==> config.mk <==
export PLATFORM = sky130hd
export DESIGN_NAME = lfsr_gen_flat
export DESIGN_NICKNAME = d
export VERILOG_FILES = /design/src/rtl/lfsr_gen_if.sv /design/src/rtl/lfsr_gen.sv /design/src/flat_wrapper.sv
export SDC_FILE = /design/constraint.sdc
export NUM_CORES = 1
export LEC_CHECK = 0
export ABC_CLOCK_PERIOD_IN_PS = 2670
export CAP_MARGIN = 10
export CORE_MARGIN = 4
export CORE_UTILIZATION = 45
export DETAILED_ROUTE_END_ITERATION = 10
export PLACE_DENSITY = 0.77
export SKIP_LAST_GASP = 1
export SLEW_MARGIN = 20
export SYNTH_ARGS = -nofsm -noshare
export SYNTH_HDL_FRONTEND = slang
export SYNTH_SLANG_ARGS = --single-unit
==> constraint.sdc <==
create_clock -name i_clk -period 2.67 [get_ports i_clk]
set_clock_uncertainty 0.05 [all_clocks]
set_input_delay 0.534 -clock i_clk [delete_from_list [all_inputs] [get_ports i_clk]]
set_output_delay 0.534 -clock i_clk [all_outputs]
set_load 0.005 [all_outputs]
==> src/rtl/lfsr_gen_if.sv <==
// Valid/ready stream and control bundle between an LFSR generator and its consumer.
// The master side drives load/seed/clear/ready; the slave side (the generator) drives the stream.
interface lfsr_gen_if #(
  parameter int WIDTH   = 25,
  parameter int COUNT_W = 32
);
  logic               i_load;
  logic [WIDTH-1:0]   i_seed;
  logic               i_clear;
  logic               i_ready;
  logic               o_valid;
  logic [WIDTH-1:0]   o_data;
  logic [COUNT_W-1:0] o_count;
  logic               o_wrap;
  logic               o_seed_fix;

  modport master (
    output i_load, i_seed, i_clear, i_ready,
    input  o_valid, o_data, o_count, o_wrap, o_seed_fix
  );

  modport slave (
    input  i_load, i_seed, i_clear, i_ready,
    output o_valid, o_data, o_count, o_wrap, o_seed_fix
  );
endinterface

==> src/rtl/lfsr_gen.sv <==
// Parametrised LFSR stream source: Fibonacci/Galois, XOR/XNOR, STEPS shifts per transfer,
// valid/ready output, lock-up seed substitution, transfer counter and period-wrap pulse.
module lfsr_gen #(
  parameter int               WIDTH        = 25,
  parameter logic [WIDTH-1:0] TAPS         = 25'h1200000,
  parameter int               MODE         = 0,
  parameter int               FEEDBACK     = 0,
  parameter int               STEPS        = 1,
  parameter logic [WIDTH-1:0] DEFAULT_SEED = WIDTH'(1),
  parameter int               COUNT_W      = 32
) (
  input logic       i_clk,
  input logic       i_rst,
  lfsr_gen_if.slave bus
);

  typedef enum logic {IDLE, RUN} state_e;

  localparam logic [WIDTH-1:0] LOCKUP = (FEEDBACK == 1) ? {WIDTH{1'b1}} : {WIDTH{1'b0}};

  // Galois XNOR is the complement dual of Galois XOR, so all-ones stays the lock-up state.
  function automatic logic [WIDTH-1:0] step1(input logic [WIDTH-1:0] s);
    logic [WIDTH-1:0] nxt;
    logic             fb;
    nxt = s;
    fb  = 1'b0;
    if (MODE == 0) begin
      fb  = (^(s & TAPS)) ^ (FEEDBACK == 1);
      nxt = {s[WIDTH-2:0], fb};
    end else if (FEEDBACK == 0) begin
      nxt = {s[WIDTH-2:0], 1'b0} ^ (s[WIDTH-1] ? TAPS : {WIDTH{1'b0}});
    end else begin
      nxt = {s[WIDTH-2:0], 1'b1} ^ (s[WIDTH-1] ? {WIDTH{1'b0}} : TAPS);
    end
    return nxt;
  endfunction

  state_e             fsm_q,   fsm_d;
  logic [WIDTH-1:0]   lfsr_q,  lfsr_d;
  logic [WIDTH-1:0]   seed_q,  seed_d;
  logic [COUNT_W-1:0] count_q, count_d;
  logic               wrap_q,  wrap_d;
  logic               fix_q,   fix_d;

  logic [WIDTH-1:0]   adv;
  logic [WIDTH-1:0]   seed_in;
  logic               seed_locked;
  logic               xfer;

  always_comb begin
    adv = lfsr_q;
    for (int i = 0; i < STEPS; i++) begin
      adv = step1(adv);
    end
  end

  assign seed_locked = (bus.i_seed == LOCKUP);
  assign seed_in     = seed_locked ? DEFAULT_SEED : bus.i_seed;
  assign xfer        = (fsm_q == RUN) && bus.i_ready;

  always_comb begin
    // NOTE: every _d gets a default first so no path leaves it unassigned (no latch).
    fsm_d   = fsm_q;
    lfsr_d  = lfsr_q;
    seed_d  = seed_q;
    count_d = count_q;
    wrap_d  = 1'b0;
    fix_d   = 1'b0;
    if (bus.i_load) begin
      fsm_d   = RUN;
      lfsr_d  = seed_in;
      seed_d  = seed_in;
      count_d = '0;
      fix_d   = seed_locked;
    end else if (bus.i_clear) begin
      fsm_d = IDLE;
    end else if (xfer) begin
      lfsr_d  = adv;
      count_d = count_q + COUNT_W'(1);
      wrap_d  = (adv == seed_q);
    end
  end

  always_ff @(posedge i_clk) begin
    // NOTE: state registers use non-blocking assignment so all flops update from pre-edge values.
    if (i_rst) begin
      fsm_q   <= IDLE;
      lfsr_q  <= DEFAULT_SEED;
      seed_q  <= DEFAULT_SEED;
      count_q <= '0;
      wrap_q  <= 1'b0;
      fix_q   <= 1'b0;
    end else begin
      fsm_q   <= fsm_d;
      lfsr_q  <= lfsr_d;
      seed_q  <= seed_d;
      count_q <= count_d;
      wrap_q  <= wrap_d;
      fix_q   <= fix_d;
    end
  end

  assign bus.o_valid    = (fsm_q == RUN);
  assign bus.o_data     = lfsr_q;
  assign bus.o_count    = count_q;
  assign bus.o_wrap     = wrap_q;
  assign bus.o_seed_fix = fix_q;

endmodule

==> src/flat_wrapper.sv <==
// flat-port wrapper written by rule: the top's interface ports become plain ports
module lfsr_gen_flat 
#(
  parameter int               WIDTH        = 25,
  parameter logic [WIDTH-1:0] TAPS         = 25'h1200000,
  parameter int               MODE         = 0,
  parameter int               FEEDBACK     = 0,
  parameter int               STEPS        = 1,
  parameter logic [WIDTH-1:0] DEFAULT_SEED = WIDTH'(1),
  parameter int               COUNT_W      = 32
)
  (i_clk, i_rst, bus_i_load, bus_i_seed, bus_i_clear, bus_i_ready, bus_o_valid, bus_o_data, bus_o_count, bus_o_wrap, bus_o_seed_fix);
  lfsr_gen_if #(.WIDTH(WIDTH), .COUNT_W(COUNT_W)) bus_i ();
  input logic i_clk;
  input logic i_rst;
  input wire logic [$bits(bus_i.i_load)-1:0] bus_i_load;
  input wire logic [$bits(bus_i.i_seed)-1:0] bus_i_seed;
  input wire logic [$bits(bus_i.i_clear)-1:0] bus_i_clear;
  input wire logic [$bits(bus_i.i_ready)-1:0] bus_i_ready;
  output wire logic [$bits(bus_i.o_valid)-1:0] bus_o_valid;
  output wire logic [$bits(bus_i.o_data)-1:0] bus_o_data;
  output wire logic [$bits(bus_i.o_count)-1:0] bus_o_count;
  output wire logic [$bits(bus_i.o_wrap)-1:0] bus_o_wrap;
  output wire logic [$bits(bus_i.o_seed_fix)-1:0] bus_o_seed_fix;
  assign bus_i.i_load = bus_i_load;
  assign bus_i.i_seed = bus_i_seed;
  assign bus_i.i_clear = bus_i_clear;
  assign bus_i.i_ready = bus_i_ready;
  assign bus_o_valid = bus_i.o_valid;
  assign bus_o_data = bus_i.o_data;
  assign bus_o_count = bus_i.o_count;
  assign bus_o_wrap = bus_i.o_wrap;
  assign bus_o_seed_fix = bus_i.o_seed_fix;
  lfsr_gen #(.WIDTH(WIDTH), .TAPS(TAPS), .MODE(MODE), .FEEDBACK(FEEDBACK), .STEPS(STEPS), .DEFAULT_SEED(DEFAULT_SEED), .COUNT_W(COUNT_W)) u_core (.i_clk(i_clk), .i_rst(i_rst), .bus(bus_i));
endmodule
After elaboration in Yosys (flattened, before gate mapping)

Index checks and enable logic that the tools add are counted.

Bits in latches: 0
Bits in read-only memories: 0
Logic and storage cells: 28
Memories: 0
Bits in writable memories: 0
Flip-flop bits (word level): 85

Add/sub/neg operators: 1
Mux-type cells: 6
Div/mod/pow operators: 0
Eq/ne operators: 2
Multiply operators: 0
Bitwise logic cells: 3
$lt $le $gt $ge: 0
Reduce and logical (&&, ||, !) cells: 10
Shift operators: 0

Operator list:

| kind                                                            | count |
|---|---|
| 25-bit 2-to-1 mux                                               | 4 |
| 32-bit by 1-bit adder with 32-bit output, second input constant | 1 |
| 25-bit equality test                                            | 1 |
| 25-bit logical NOT                                              | 1 |
| 25-bit parity                                                   | 1 |
| 2-bit AND reduction                                             | 2 |
| 2-bit nonzero test                                              | 2 |
| 2-bit OR reduction                                              | 2 |
| 4-bit OR reduction                                              | 1 |
| 1-bit NOT                                                       | 3 |
| 1-bit 2-to-1 mux                                                | 2 |
| 2-bit != test, second input constant                            | 1 |
| 1-bit logical AND                                               | 1 |

Longest topological paths before layout

Depth in word-level cells: 4
Mapped depth: 6
Gate-level depth less buffers: 5

Worst setup path after synthesis

OpenSTA, ideal clock, no wires.

Path kind: input -> register
From: input port bus_i_clear
To: register u_core.count_q[19] (netlist: u_core.bus.o_count[19])
Stages on the path: 6
Path buffers: 2
Data required time: 2.485 ns
Slack: 0.599 ns
Library setup time: 0.135 ns
Arrival time: 1.886 ns
Path through: nand3b_1 or4_1 clkbuf_1 clkbuf_1 o311ai_0 o41ai_1

Longest elaborated chain between the ends: 2

RTL lines:

| element                              | line               | text |
|---|---|---|
| from (decl)                          | flat_wrapper.sv:18 | `input wire logic [$bits(bus_i.i_clear)-1:0] bus_i_clear;` |
| 1-bit NOT (no source line)           | n/a                |  |
| 2-bit AND reduction (no source line) | n/a                |  |
| to (signal assigned)                 | lfsr_gen.sv:97     | `count_q <= count_d;` |
| to (decl)                            | lfsr_gen.sv:41     | `logic [COUNT_W-1:0] count_q, count_d;` |

No other way between the ends.
A chain may end at the register's enable or synchronous reset.

Worst setup path in the final report

From: input port bus_i_clear
To: register u_core.count_q[15] (netlist: u_core.bus.o_count[15])

Same word-level chain as after synthesis.

==> results by group <==
Critical path
  – Worst reg2reg startpoint: u_core.bus.o_count[2]
  – Crit path max fanout: 18
  – Crit Path Class: in2reg
  – Worst EP required: 2890 ps
  – Reg-to-Reg End: u_core.bus.o_count[28]
  – Worst EP arrival: approximately 2600 ps
  – R2R setup slack: 610 ps
  – Critical Path Source Type: primary input
  – Path depth of the worst reg2reg path: 4
  – Worst Setup End Kind: flop

Clocking
  – Root Driver: clkbuf_8
  – Total CTS buffers: 9
  – Deepest level of the CTS H-tree: 3
  – Post_cts resized: 0
  – Clock-pin slew on the worst setup and hold paths: 80 ps
  – TritonCTS Sinks: 85
  – Clk_lat worst skew: 350 ps
  – Clock tree buffer depth: 2
  – Total setup buffers inserted after CTS: 0
  – CTS tree: done
  – Cts hold-fix bufs: 0

Routing
  – ANT nets after route: 0
  – Initial DRT Pass Iterations: 4
  – Via count: about 3,600
  – DRC: 0
  – Drt via density: 5.51
  – Iter 0 DRT Violations: around 100
  – WL final: 9.86 mm
  – DR WL/cell: 15.2 um

GRT
  – Total global-route track usage: between 10% and 20%
  – Grt ovf: 0
  – Initial antenna violation count: 0
  – Vias in the first global route: 3,559
  – Largest net degree at the start of global routing: 78
  – First-pass GRT wire length: 16.3 mm

Die
  – Die height: 102 um
  – Site Rows: 34
  – Die ar.: 10,400 sq um
  – Core Box Area: 8680 sq um
  – Initial Util: 45.8%
  – IO Pins: 90
  – Die Wd: a little over 100 um

Hold path
  – Hold Path Origin: u_core.seed_q[20]
  – Hold-critical path depth: 2
  – Hold endpoint: u_core.seed_q[20]
  – Worst min-delay path category: reg2reg

Yosys
  – Mapped cell area: 3980 sq um
  – Post-synth top flop: dfxtp_1
  – Sequential share of the synthesized area: 42.8%
  – Ys Warns: 0
  – EDFF count, synth: 0
  – Syn Inst Count: 462
  – Synth Register Bits: 85
  – Synth unique cells: 38
  – Syn Nets: 493
  – Synthesized area per cell: roughly 8.6 sq um
  – FFs w/ async S/R, synth: 0%

Power
  – Power Density: approximately 500 nW/um^2
  – Leakage Power: 2.00 nW
  – VDD IR max: ~0.00026 V

Layout
  – Multi-input gate area: 2140 sq um
  – # diodes: 0
  – Fin area: 5130 sq um
  – Filler cell count: approximately 770
  – Layout Nets: about 570
  – Synthesis-to-finish area growth: 28.9%
  – Share of layout cells above drive strength 1: 4.81%
  – Register area: 1700 sq um

Timing
  – Worst-Margin Slew: between 500 and 600 ps
  – Min setup slack post-route: 325 ps
  – Final hold vios: 0
  – Max Freq: 0.427 GHz
  – Final min period: 2340 ps
  – Final hold slack: roughly 430 ps
  – Crit share post-route: 87.8%
  – Final Setup Violations: 0
  – Pins Over Slew Limit: 0
  – RSZ-0062 raised after global routing: no
  – Relative slew slack: 64.6%

Place
  – Pre-CTS setup slack: -20.5 ps
  – Hpwl dp: 7.08 mm
  – # port buffers: 89
  – DP Area: 4940 sq um
  – RePlAce Congestion: 0.883

Run status
  – Status: completed

Flow run
  – Max-cap violations: 0
[flip-flops by register name, indices dropped and copies added, names as in the netlist]
signal,cells
u_core.bus.o_valid,1
u_core.seed_q,25
u_core.bus.o_seed_fix,1
u_core.bus.o_wrap,1
u_core.bus.o_data,25
u_core.bus.o_count,32
[report_power, final]
part | total, mW | internal (mW) | switching, mW
Sequential | 1.35 | 1.31 | 0.0434
Clock | 0.896 | 0.448 | 0.448
Combinational | 0.290 | 0.158 | 0.132
Total | 2.54 | 1.92 | 0.623
[synth_stat cells, types with 4 or more instances]
| library cell | n | area share [%] |
|---|---|---|
| nor4_1 | 14 | 2.2 |
| o311ai_0 | 5 | 1.1 |
| or3_1 | 13 | 2.0 |
| o21a_1 | 24 | 4.5 |
| and3_1 | 6 | 0.94 |
| nor2_1 | 39 | 3.7 |
| inv_1 | 5 | 0.47 |
| mux2i_1 | 29 | 7.3 |
| xor2_1 | 25 | 5.5 |
| o41ai_1 | 4 | 0.88 |
| a21oi_1 | 38 | 4.8 |
| or4_1 | 6 | 1.1 |
| and4_1 | 4 | 0.88 |
| nand2b_1 | 24 | 3.8 |
| nand4_1 | 14 | 2.2 |
| nand3_1 | 14 | 1.8 |
| nor3_1 | 4 | 0.50 |
| o21ai_0 | 6 | 0.75 |
| xnor2_1 | 8 | 1.8 |
| dfxtp_1 | 85 | 43 |
| nand2_1 | 45 | 4.2 |
| clkbuf_1 | 28 | 2.6 |
| o31ai_1 | 5 | 0.94 |
[layer usage]
layer	GRT usage (%)	up-vias	part of all wire [%]
met3	4.23	14	5.7
met4	6.46	0	1.3
met5	0	-	0
li1	-	1789	-
met2	33.5	97	48
met1	23.9	1673	45
[per-stage QoR]
step,utilization [%],setup TNS (ps),power [mW],cells
final,59.1,0,2.54,649
after global routing,59.1,0,2.64,649
after CTS,59.1,0,2.55,649
after detailed placement,56.9,-20.5,1.67,635
after global placement,56.9,0,1.67,635
after floorplan,-,0,1.53,462
[cell families (layout without fill, tap and decap cells)]
family                     count (synthesis)  in the layout  share of synthesized area [%]
DFF                                       85             85                           42.8
AOI/OAI and AO/OA                         88             88                           14.2
adders and majority gates                  1              1                          0.314
muxes                                     29             29                           7.30
and+or+nand+nor                          189            189                           24.6
buffers and inverters                     37            116                           3.55
xor gates and xnor gates                  33             33                           7.26
[layout make-up]
| class | count | share of cell area (%) |
|---|---|---|
| Clock inverter | 4 | 0.952 |
| Timing Repair Buffer | 96 | 18.4 |
| Tap cell | 108 | 2.64 |
| Multi-Input combinational cell | 340 | 41.7 |
| Sequential cell | 85 | 33.2 |
| Clock buffer | 10 | 2.68 |
| Inverter | 6 | 0.439 |
[cells in the final DEF, fill, tap and decap left out, types with 2 or more instances in the layout]
cell,Yosys,layout
clkdlybuf4s50_1,0,87
dfxtp_1,85,85
nand2_1,45,45
nor2_1,39,39
a21oi_1,38,38
mux2i_1,29,29
xor2_1,25,25
nand2b_1,24,24
o21a_1,24,24
nand3_1,14,14
nand4_1,14,14
nor4_1,14,14
or3_1,13,13
clkbuf_8,0,10
xnor2_1,8,8
and3_1,6,6
or4_1,6,6
o21ai_0,6,6
buf_4,0,6
inv_1,5,5
o31ai_1,5,5
o311ai_0,5,5
nor3_1,4,4
and4_1,4,4
o41ai_1,4,4
o21bai_1,2,2
clkinv_2,0,2
buf_2,2,2
[how the worst max path moves through the flow]
stage                      from  slack, ps                endpoint  depth (start not counted)
floorplan           bus_i_clear        600  u_core.bus.o_count[19]                          6
global placement    bus_i_clear         50  u_core.bus.o_count[15]                          6
detailed placement  bus_i_clear        -20  u_core.bus.o_count[15]                          6
CTS                 bus_i_clear        350  u_core.bus.o_count[15]                          6
global route        bus_i_clear        260  u_core.bus.o_count[15]                          6
finish              bus_i_clear        330  u_core.bus.o_count[15]                          6
[worst max-delay path, stage by stage]
cell and delay, ps:
clkdlybuf4s50_1 440, nand3b_1 210, or4_1 510, buf_4 210, or4_1 470, a21oi_1 190
No activity file was read; power rests on OpenSTA's default activity.
